**config.mk**
```make
export PLATFORM = sky130hd
export DESIGN_NAME = cw_gap_extract
export DESIGN_NICKNAME = d
export VERILOG_FILES = /design/src/rtl/cw_gap_extract.sv
export SDC_FILE = /design/constraint.sdc
export NUM_CORES = 1
export LEC_CHECK = 0
export CORE_MARGIN = 2
export CORE_UTILIZATION = 40
export DETAILED_ROUTE_END_ITERATION = 8
export GPL_TIMING_DRIVEN = 0
export PLACE_DENSITY_LB_ADDON = 0.25
export SETUP_SLACK_MARGIN = 0.3
export SLEW_MARGIN = 20
export SYNTH_ARGS = -nofsm -noshare
export SYNTH_HDL_FRONTEND = slang
export SYNTH_SLANG_ARGS = --single-unit
```
**constraint.sdc**
```tcl
create_clock -name clk -period 2.7 [get_ports clk]
set_clock_uncertainty 0.15 [all_clocks]
set_input_delay 0.54 -clock clk [delete_from_list [all_inputs] [get_ports clk]]
set_output_delay 0.54 -clock clk [all_outputs]
set_load 0.005 [all_outputs]
```
**src/rtl/cw_gap_extract.sv**
```systemverilog
// Constant-weight decoder back end: drives (n, t) into best_d and turns serial message bits into gaps.
// Optional macro CW_ABS_POS_EN adds pos_abs, the absolute index of each emitted set position.
`timescale 1ns/1ps
module cw_gap_extract #(
  parameter int N_W    = 12,
  parameter int T_W    = 5,
  parameter int D_W    = 11,
  parameter int BD_LAT = 1
) (
  input  logic           clk,
  input  logic           rst_n,
  input  logic           start,
  input  logic [N_W-1:0] n_init,
  input  logic [T_W-1:0] t_init,
  output logic [N_W-1:0] n_cur,
  output logic [T_W-1:0] t_cur,
  input  logic [D_W-1:0] d,
  input  logic [3:0]     u_minus_1,
  input  logic           bit_in,
  input  logic           bit_valid,
  output logic           bit_ready,
  output logic [D_W-1:0] gap,
  output logic           gap_valid,
  input  logic           gap_ready,
  output logic           busy,
`ifdef CW_ABS_POS_EN
  output logic [N_W-1:0] pos_abs,
`endif
  output logic           done
);

  localparam int WC_W = (BD_LAT < 1) ? 1 : $clog2(BD_LAT + 1);
  localparam logic [WC_W-1:0] BD_LAT_C = WC_W'(BD_LAT);
  localparam logic [N_W-1:0]  ONE_N    = N_W'(1);

  typedef enum logic [3:0] {
    S_IDLE,
    S_WAIT_D,
    S_READ_FLAG,
    S_READ_BITS,
    S_CHECK,
    S_READ_EXTRA,
    S_EMIT,
    S_FILL,
    S_DONE
  } state_t;

  state_t          state_r;
  logic [D_W-1:0]  d_r;
  logic [4:0]      u_r;
  logic [N_W-1:0]  thr_r;
  logic [N_W-1:0]  acc_r;
  logic [3:0]      cnt_r;
  logic [WC_W-1:0] wait_cnt_r;
  logic            fill_r;

  logic [N_W-1:0]  d_ext;
  logic [N_W-1:0]  d_r_ext;
  logic [N_W-1:0]  gap_ext;
  logic [N_W-1:0]  t_ext;
  logic [4:0]      u_next;
  logic [N_W-1:0]  thr_next;
  logic [N_W-1:0]  flag_n_next;
  logic [N_W-1:0]  emit_n_next;
  logic [D_W-1:0]  extra_gap;
  logic            bit_hs;

  assign d_ext       = {{(N_W-D_W){1'b0}}, d};
  assign d_r_ext     = {{(N_W-D_W){1'b0}}, d_r};
  assign gap_ext     = {{(N_W-D_W){1'b0}}, gap};
  assign t_ext       = {{(N_W-T_W){1'b0}}, t_cur};
  assign u_next      = {1'b0, u_minus_1} + 5'd1;
  // 2^u wraps to 0 past N_W bits, which is harmless since d never gets that large.
  assign thr_next    = (ONE_N << u_next) - d_ext;
  assign flag_n_next = n_cur - d_r_ext;
  assign emit_n_next = n_cur - gap_ext - ONE_N;
  assign extra_gap   = {acc_r[D_W-2:0], bit_in} - thr_r[D_W-1:0];
  assign bit_hs      = bit_valid && bit_ready;

  assign bit_ready = (state_r == S_READ_FLAG) || (state_r == S_READ_BITS) ||
                     (state_r == S_READ_EXTRA);
  assign busy      = (state_r != S_IDLE) && (state_r != S_DONE);
  assign done      = (state_r == S_DONE);

`ifdef CW_ABS_POS_EN
  logic [N_W-1:0] base_r;
  assign pos_abs = base_r + gap_ext;
`endif

  always_ff @(posedge clk or negedge rst_n) begin
    if (!rst_n) begin
      state_r    <= S_IDLE;
      n_cur      <= '0;
      t_cur      <= '0;
      gap        <= '0;
      gap_valid  <= 1'b0;
      d_r        <= '0;
      u_r        <= '0;
      thr_r      <= '0;
      acc_r      <= '0;
      cnt_r      <= '0;
      wait_cnt_r <= '0;
      fill_r     <= 1'b0;
`ifdef CW_ABS_POS_EN
      base_r     <= '0;
`endif
    end else begin
      case (state_r)
        S_IDLE, S_DONE: begin
          if (start) begin
            n_cur      <= n_init;
            t_cur      <= t_init;
            wait_cnt_r <= '0;
            fill_r     <= 1'b0;
`ifdef CW_ABS_POS_EN
            base_r     <= '0;
`endif
            state_r    <= (t_init == '0) ? S_DONE : S_WAIT_D;
          end
        end

        S_WAIT_D: begin
          // best_d answers BD_LAT edges after n_cur/t_cur settle.
          if (wait_cnt_r == BD_LAT_C) begin
            wait_cnt_r <= '0;
            d_r        <= d;
            u_r        <= u_next;
            thr_r      <= thr_next;
            state_r    <= (t_ext == n_cur) ? S_FILL : S_READ_FLAG;
          end else begin
            wait_cnt_r <= wait_cnt_r + 1'b1;
          end
        end

        S_READ_FLAG: begin
          if (bit_hs) begin
            if (bit_in) begin
              if (d_r_ext > n_cur) begin
                state_r <= S_DONE;
              end else begin
                n_cur   <= flag_n_next;
`ifdef CW_ABS_POS_EN
                base_r  <= base_r + d_r_ext;
`endif
                state_r <= S_WAIT_D;
              end
            end else if (d_r == D_W'(1)) begin
              gap       <= '0;
              gap_valid <= 1'b1;
              state_r   <= S_EMIT;
            end else if (u_r == 5'd1) begin
              acc_r   <= '0;
              state_r <= S_CHECK;
            end else begin
              acc_r   <= '0;
              cnt_r   <= 4'(u_r - 5'd1);
              state_r <= S_READ_BITS;
            end
          end
        end

        S_READ_BITS: begin
          if (bit_hs) begin
            acc_r <= {acc_r[N_W-2:0], bit_in};
            cnt_r <= cnt_r - 4'd1;
            if (cnt_r == 4'd1) begin
              state_r <= S_CHECK;
            end
          end
        end

        S_CHECK: begin
          // Short codewords (u-1 bits) cover values below thr; the rest need one more bit.
          if (acc_r < thr_r) begin
            gap       <= acc_r[D_W-1:0];
            gap_valid <= 1'b1;
            state_r   <= S_EMIT;
          end else begin
            state_r <= S_READ_EXTRA;
          end
        end

        S_READ_EXTRA: begin
          if (bit_hs) begin
            gap       <= extra_gap;
            gap_valid <= 1'b1;
            state_r   <= S_EMIT;
          end
        end

        S_EMIT: begin
          if (gap_ready) begin
            if (gap_ext >= n_cur) begin
              gap_valid <= 1'b0;
              state_r   <= S_DONE;
            end else begin
              n_cur  <= emit_n_next;
              t_cur  <= t_cur - 1'b1;
`ifdef CW_ABS_POS_EN
              base_r <= base_r + gap_ext + ONE_N;
`endif
              if (t_cur == T_W'(1)) begin
                gap_valid <= 1'b0;
                state_r   <= S_DONE;
              end else if (fill_r) begin
                // Fill mode keeps gap=0 valid back to back until t runs out.
                gap       <= '0;
                gap_valid <= 1'b1;
              end else begin
                gap_valid <= 1'b0;
                state_r   <= S_WAIT_D;
              end
            end
          end
        end

        S_FILL: begin
          fill_r    <= 1'b1;
          gap       <= '0;
          gap_valid <= 1'b1;
          state_r   <= S_EMIT;
        end

        default: state_r <= S_IDLE;
      endcase
    end
  end

endmodule

```
# --- After elaboration in Yosys (flattened, before gate mapping) ---
# Cells that the tools add are included.
word_totals:
  ff_bits: 79
  in_bits: 38
  out_inout_bits: 32
  elab_cells: 146
classes:
  add_sub_neg: 10
  magnitude_cmp: 3
  n_eq_ne: 32
  shifts: 1
  muxes: 64
  n_reduce_logical: 24
op_table:
  columns: ["cell", "count"]
  rows:
  - ["$mux 12", 10]
  - ["$mux 11", 9]
  - ["$mux 4", 18]
  - ["$pmux 11 s5", 1]
  - ["$pmux 12 s3", 1]
  - ["$sub 12x11->12", 3]
  - ["$pmux 4 s8", 1]
  - ["$ne 2x2->1 const B", 15]
  - ["$pmux 12 s2", 1]
  - ["$eq 4x3->1 const B", 4]
  - ["$mux 5", 3]
  - ["$reduce_and 7->1", 2]
  - ["$eq 5x12->1", 1]
  - ["$ge 11x12->1", 1]
  - ["$gt 11x12->1", 1]
  - ["$lt 12x12->1", 1]
  - ["$shl 1x5->12 const A", 1]
  - ["$sub 12x1->12 const B", 1]
  - ["$eq 11x1->1 const B", 1]
  - ["$mux 1", 11]
  - ["$sub 11x11->11", 1]
  - ["$eq 5x1->1 const B", 2]
  - ["$pmux 5 s2", 1]
  - ["$reduce_and 10->1", 1]
  - ["28 further kinds", 43]

# --- Longest topological paths before layout ---
logic_depth:
  word_depth: 6
  ltp_mapped: 14
  depth_no_buf: 14

# --- Worst setup path before layout ---
# No wires, ideal clock.
synth_path:
  kind: "in2reg"
  startpoint: "input u_minus_1[0]"
  endpoint: "register thr_r[10]"
  setup_ps: 69
  t_arrival_ps: 3001
  required_ps: 2481
  setup_slack_ps: -520
  cell_stages: 14
  n_path_buf: 0
  cell_sequence: "ha_1 > nor2_1 > inv_1 > a21oi_1 > nand2_1 > ha_1 > fa_1 > nor2b_1 > o21ai_0 > a21oi_1 > o31a_1 > nor4_1 > or4_1 > nand3_1"
synth_between:
  elab_chain_len: 3
synth_rtl:
  columns: ["element", "line", "source"]
  rows:
  - ["from (decl)", "18", "input logic [3:0] u_minus_1,"]
  - ["$add 4x1->5", "72", "assign u_next = {1'b0, u_minus_1} + 5'd1;"]
  - ["$shl 1x5->12", "74", "assign thr_next = (ONE_N << u_next) - d_ext;"]
  - ["$sub 12x11->12", "74", null]
  - ["to (signal assigned)", "128", "thr_r <= thr_next;"]
  - ["to (decl)", "51", "logic [N_W-1:0] thr_r;"]
# Every way passes these cells.
# A chain may end at the register's enable or synchronous reset.

# --- Worst setup path after layout ---
layout_path:
  startpoint: "register thr_r[2]"
  endpoint: "register gap[8]"
layout_between:
  elab_chain_len: 3
  elab_cells_between_ends: 6
  classes_between: "add/sub: 1; order compare: 1; eq/ne: 1; mux: 2; reduce/logical: 1"
layout_rtl:
  columns: ["element", "line", "source"]
  rows:
  - ["$lt 12x12->1 / $sub 11x11->11 (equally long branches)", "174, 77", null]
  - ["$ne 2x2->1 (no line) / $mux 11 (equally long branches)", null, null]
  - ["$reduce_and 10->1 (no line) / $pmux 11 s5 (equally long branches)", null, null]
  - ["to (signal assigned)", "175", "gap <= acc_r[D_W-1:0];"]
  - ["to (signal assigned)", "185", "gap <= extra_gap;"]
  - ["to (decl)", "22", "output logic [D_W-1:0] gap,"]
# Several ways; a longest one is shown, not always the timed one. The select of a mux whose other input is x is not followed.

==> impl_metrics.tcl <==
set metrics [dict create \
    status "finished with violations" \
    violations "setup timing" \
    cp_data_required_time_ps 2780 \
    yosysTopAreaCell "dfrtp_1" \
    synth_nets 936 \
    critPathSlowestCell "or4b_4" \
    tightest_slew_ps 628 \
    synth_most_common_cell "nand2_1" \
    vias 6651 \
    antenna_found_initial 0 \
    timing.fmax_mhz 353 \
    gr-total-overflow 0 \
    num-nets-final 1091 \
    use_met3_pct 2.70 \
    dr.pass1.iters 7 \
    ys_types 73 \
    hold_depth 2 \
    synth.avg_cell_area_um2 8.22 \
    path_class "flip-flop to flip-flop" \
    syn-instance-count 818 \
    fin_crit_ps 2830 \
    io_buffers 67 \
    synthesis.area_um2 6730 \
    worstRegToRegCells 10 \
    ant_nets 0 \
    dp_hpwl_um 15000 \
    cp_data_arrival_time_ps 2910 \
    initial_core_util_pct 40.7 \
    cp.depth 10 \
    fp.dieH_um 134 \
    clock_sinks 79 \
    drive_above_1_share_pct 26.0 \
    core_area_um2 16500 \
    finalSetupViolCount 13 \
    p_leak_nw 4.11 \
    synth_top_area_share_pct 29.4 \
    cts_made_buffers 9 \
    clkLatencyLatePin_ps 350 \
    cp-end-kind "flip-flop" \
    use_met1_pct 32.9 \
    drt_first_iter_violations 503 \
    crit_chain "inv_2 > ha_4 > a211oi_2 > o21ai_2 > a32oi_2 > a21boi_2 > or4b_4 > a21oi_4 > buf_12 > mux2_4" \
    wl_um 21200 \
    grt_pass1_vias 6352 \
    start_kind "flip-flop" \
    maxCapViolCount 0 \
    ys_ff_latch 79 \
    yosysWarnings 0 \
    finalPower_mw 12.5 \
    synthArstFlopShare_pct 100 \
    row_count 47 \
    yosysSeqAreaShare_pct 29.4 \
    slowest_delay_ps 560 \
    dpl-instance-area_um2 7940 \
    hold_violations 0 \
    gp_congestion 0.924 \
    netlist_top_cells_area "dfrtp_1 29%, ha_1 14%, o21ai_0 5.4%, nand2_1 4.9%, inv_1 4.3%" \
    grt_pass1_wl_um 33600 \
    critical-path-top-delay-family "compound AO/OA/AOI/OAI gates" \
    rsz0062_at_grt "true" \
    grt_usage_pct 24.0 \
    p_sw_share_pct 45.3 \
    ys_top_cells_by_count "87 x nand2_1, 79 x dfrtp_1, 77 x inv_1" \
    ir_drop_mv 0.519 \
    maxSlewViolCount 0 \
    post-route-period-util_pct 105 \
    slew_headroom_pct 57.9 \
    critPathBufInv 2 \
    clk_pin_slew_ps 60 \
    antennaDiodeCount 0 \
    busiest_layer "met2" \
    grt_util_met2_pct 39.1 \
    comb_power_share_pct 70.0 \
    switchingPower_mw 5.68 \
    area_growth_pct 40.4 \
    clockRootBuffer "clkbuf_16" \
    synth_edf_count 0 \
    stdcell_area_um2 9440 \
    die_area_um2 17900 \
    power_density_nw_per_um2 1330 \
    critPathMaxFanout 3 \
    clockBufferDepth 2 \
    internal_power_mw 6.86 \
    pwr-share-seq_pct 19.1 \
    top_level_ports 70 \
    drc 0 \
    synth_ff_type "dfrtp_1" \
    grt_max_degree 56 \
    vias_per_cell 5.55 \
    p_clk_share_pct 11.0 \
    cts_tree "done" \
    setup_ws_ps -130 \
    hold_class "flip-flop to flip-flop" \
    wl_per_cell_um 17.7 \
    die_w_um 134 \
    htreeDepth 3 \
]
[per-stage QoR]
| stage | setup slack (ps) | TNS (ps) | hold WS, ps | instances | utilization [%] |
|---|---|---|---|---|---|
| floorplan | -209 | -320 | 94.4 | 818 | - |
| global placement | -2340 | -173010 | 312 | 1105 | 47.9 |
| detailed placement | -1130 | -12040 | 320 | 1106 | 48.1 |
| CTS | -177 | -1830 | 334 | 1175 | 54.5 |
| global route | -220 | -2890 | 359 | 1198 | 57.1 |
| finish | -130 | -1190 | 332 | 1198 | 57.1 |
[power groups by stage]
stage                     clock (mW)  combinational, mW  sequential [mW]
after floorplan                    0               4.98             2.24
after global placement             0               6.64             2.48
after detailed placement           0               6.71             2.50
after CTS                       1.39               7.94             2.37
after global routing            1.44               9.62             2.46
final                           1.37               8.77             2.39
[state kept, by name, summed over array words and instances, names as in the netlist]
register,count
acc_r,12
n_cur,12
thr_r,12
d_r,11
gap,11
t_cur,5
u_r,5
cnt_r,4
state_r,4
fill_r,1
gap_valid,1
wait_cnt_r,1
[repair_timing]
action                                 in CTS  in global routing
setup buffers                              51                 22
hold buffers                                1                  0
endpoints found under the hold margin      24                  0
gates cloned                                1                  1
resized for setup                         105                 69
setup endpoints to repair                  74                 73
pin swaps                                  50                 61
[worst min-delay path: stages (launching register included)]
cell and delay, ps:
dfrtp_1 340, nand2_1 50, o21ai_0 60
[layer usage]
layer	up-vias	routed length [um]
met5	-	0
met4	0	590
met3	38	1140
met2	219	10100
met1	3183	9340
li1	3211	-
[placed cells by master, fill, tap and decap left out, types with 11 or more instances in the layout]
master and n:
nor2_1 51, a21o_1 11, inv_2 13, inv_1 64, nand3_1 19, buf_6 16, ha_1 55, buf_4 63
dfrtp_1 67, a21oi_1 41, xnor2_1 16, dfrtp_2 12, o21ai_0 56, ha_4 17, nor3_1 23, a21oi_2 12
o21ai_1 14, nand2_1 84, clkdlybuf4s50_1 60, xor2_1 19, mux2i_1 12
[layout make-up]
| cell class | instances | area [um^2] |
|---|---|---|
| fillers | 1463 | 7080 |
| multi-input cells | 634 | 5000 |
| clock inverters | 3 | 65.1 |
| repair buffers | 144 | 1360 |
| plain buffers | 28 | 199 |
| flip-flops and latches | 79 | 1990 |
| clock buffers | 13 | 260 |
| well taps | 220 | 275 |
| inverters | 77 | 289 |
[path summary, 6_finish.rpt]
check	startpoint	end	slack, ps
max in group asynchronous	rst_n	acc_r[10]	1290
min in group asynchronous	rst_n	gap[8]	500
worst max-delay path	thr_r[2]	gap[8]	-130
worst max register to register	thr_r[2]	gap[8]	-130
worst min register to register	d_r[8]	d_r[8]	330
worst min-delay path	d_r[8]	d_r[8]	330
[cell families (layout without fill, tap and decap cells)]
logic type / after synthesis / count (layout) / share of synthesized area [%]
simple gates: 268 / 268 / 19.5
compound gates: 230 / 230 / 21.8
buf+inv: 105 / 265 / 6.23
fa+ha+maj: 80 / 80 / 15.3
flops: 79 / 79 / 29.4
xor+xnor: 37 / 37 / 4.82
mux: 19 / 19 / 2.96
(Power assumes the default switching activity.)
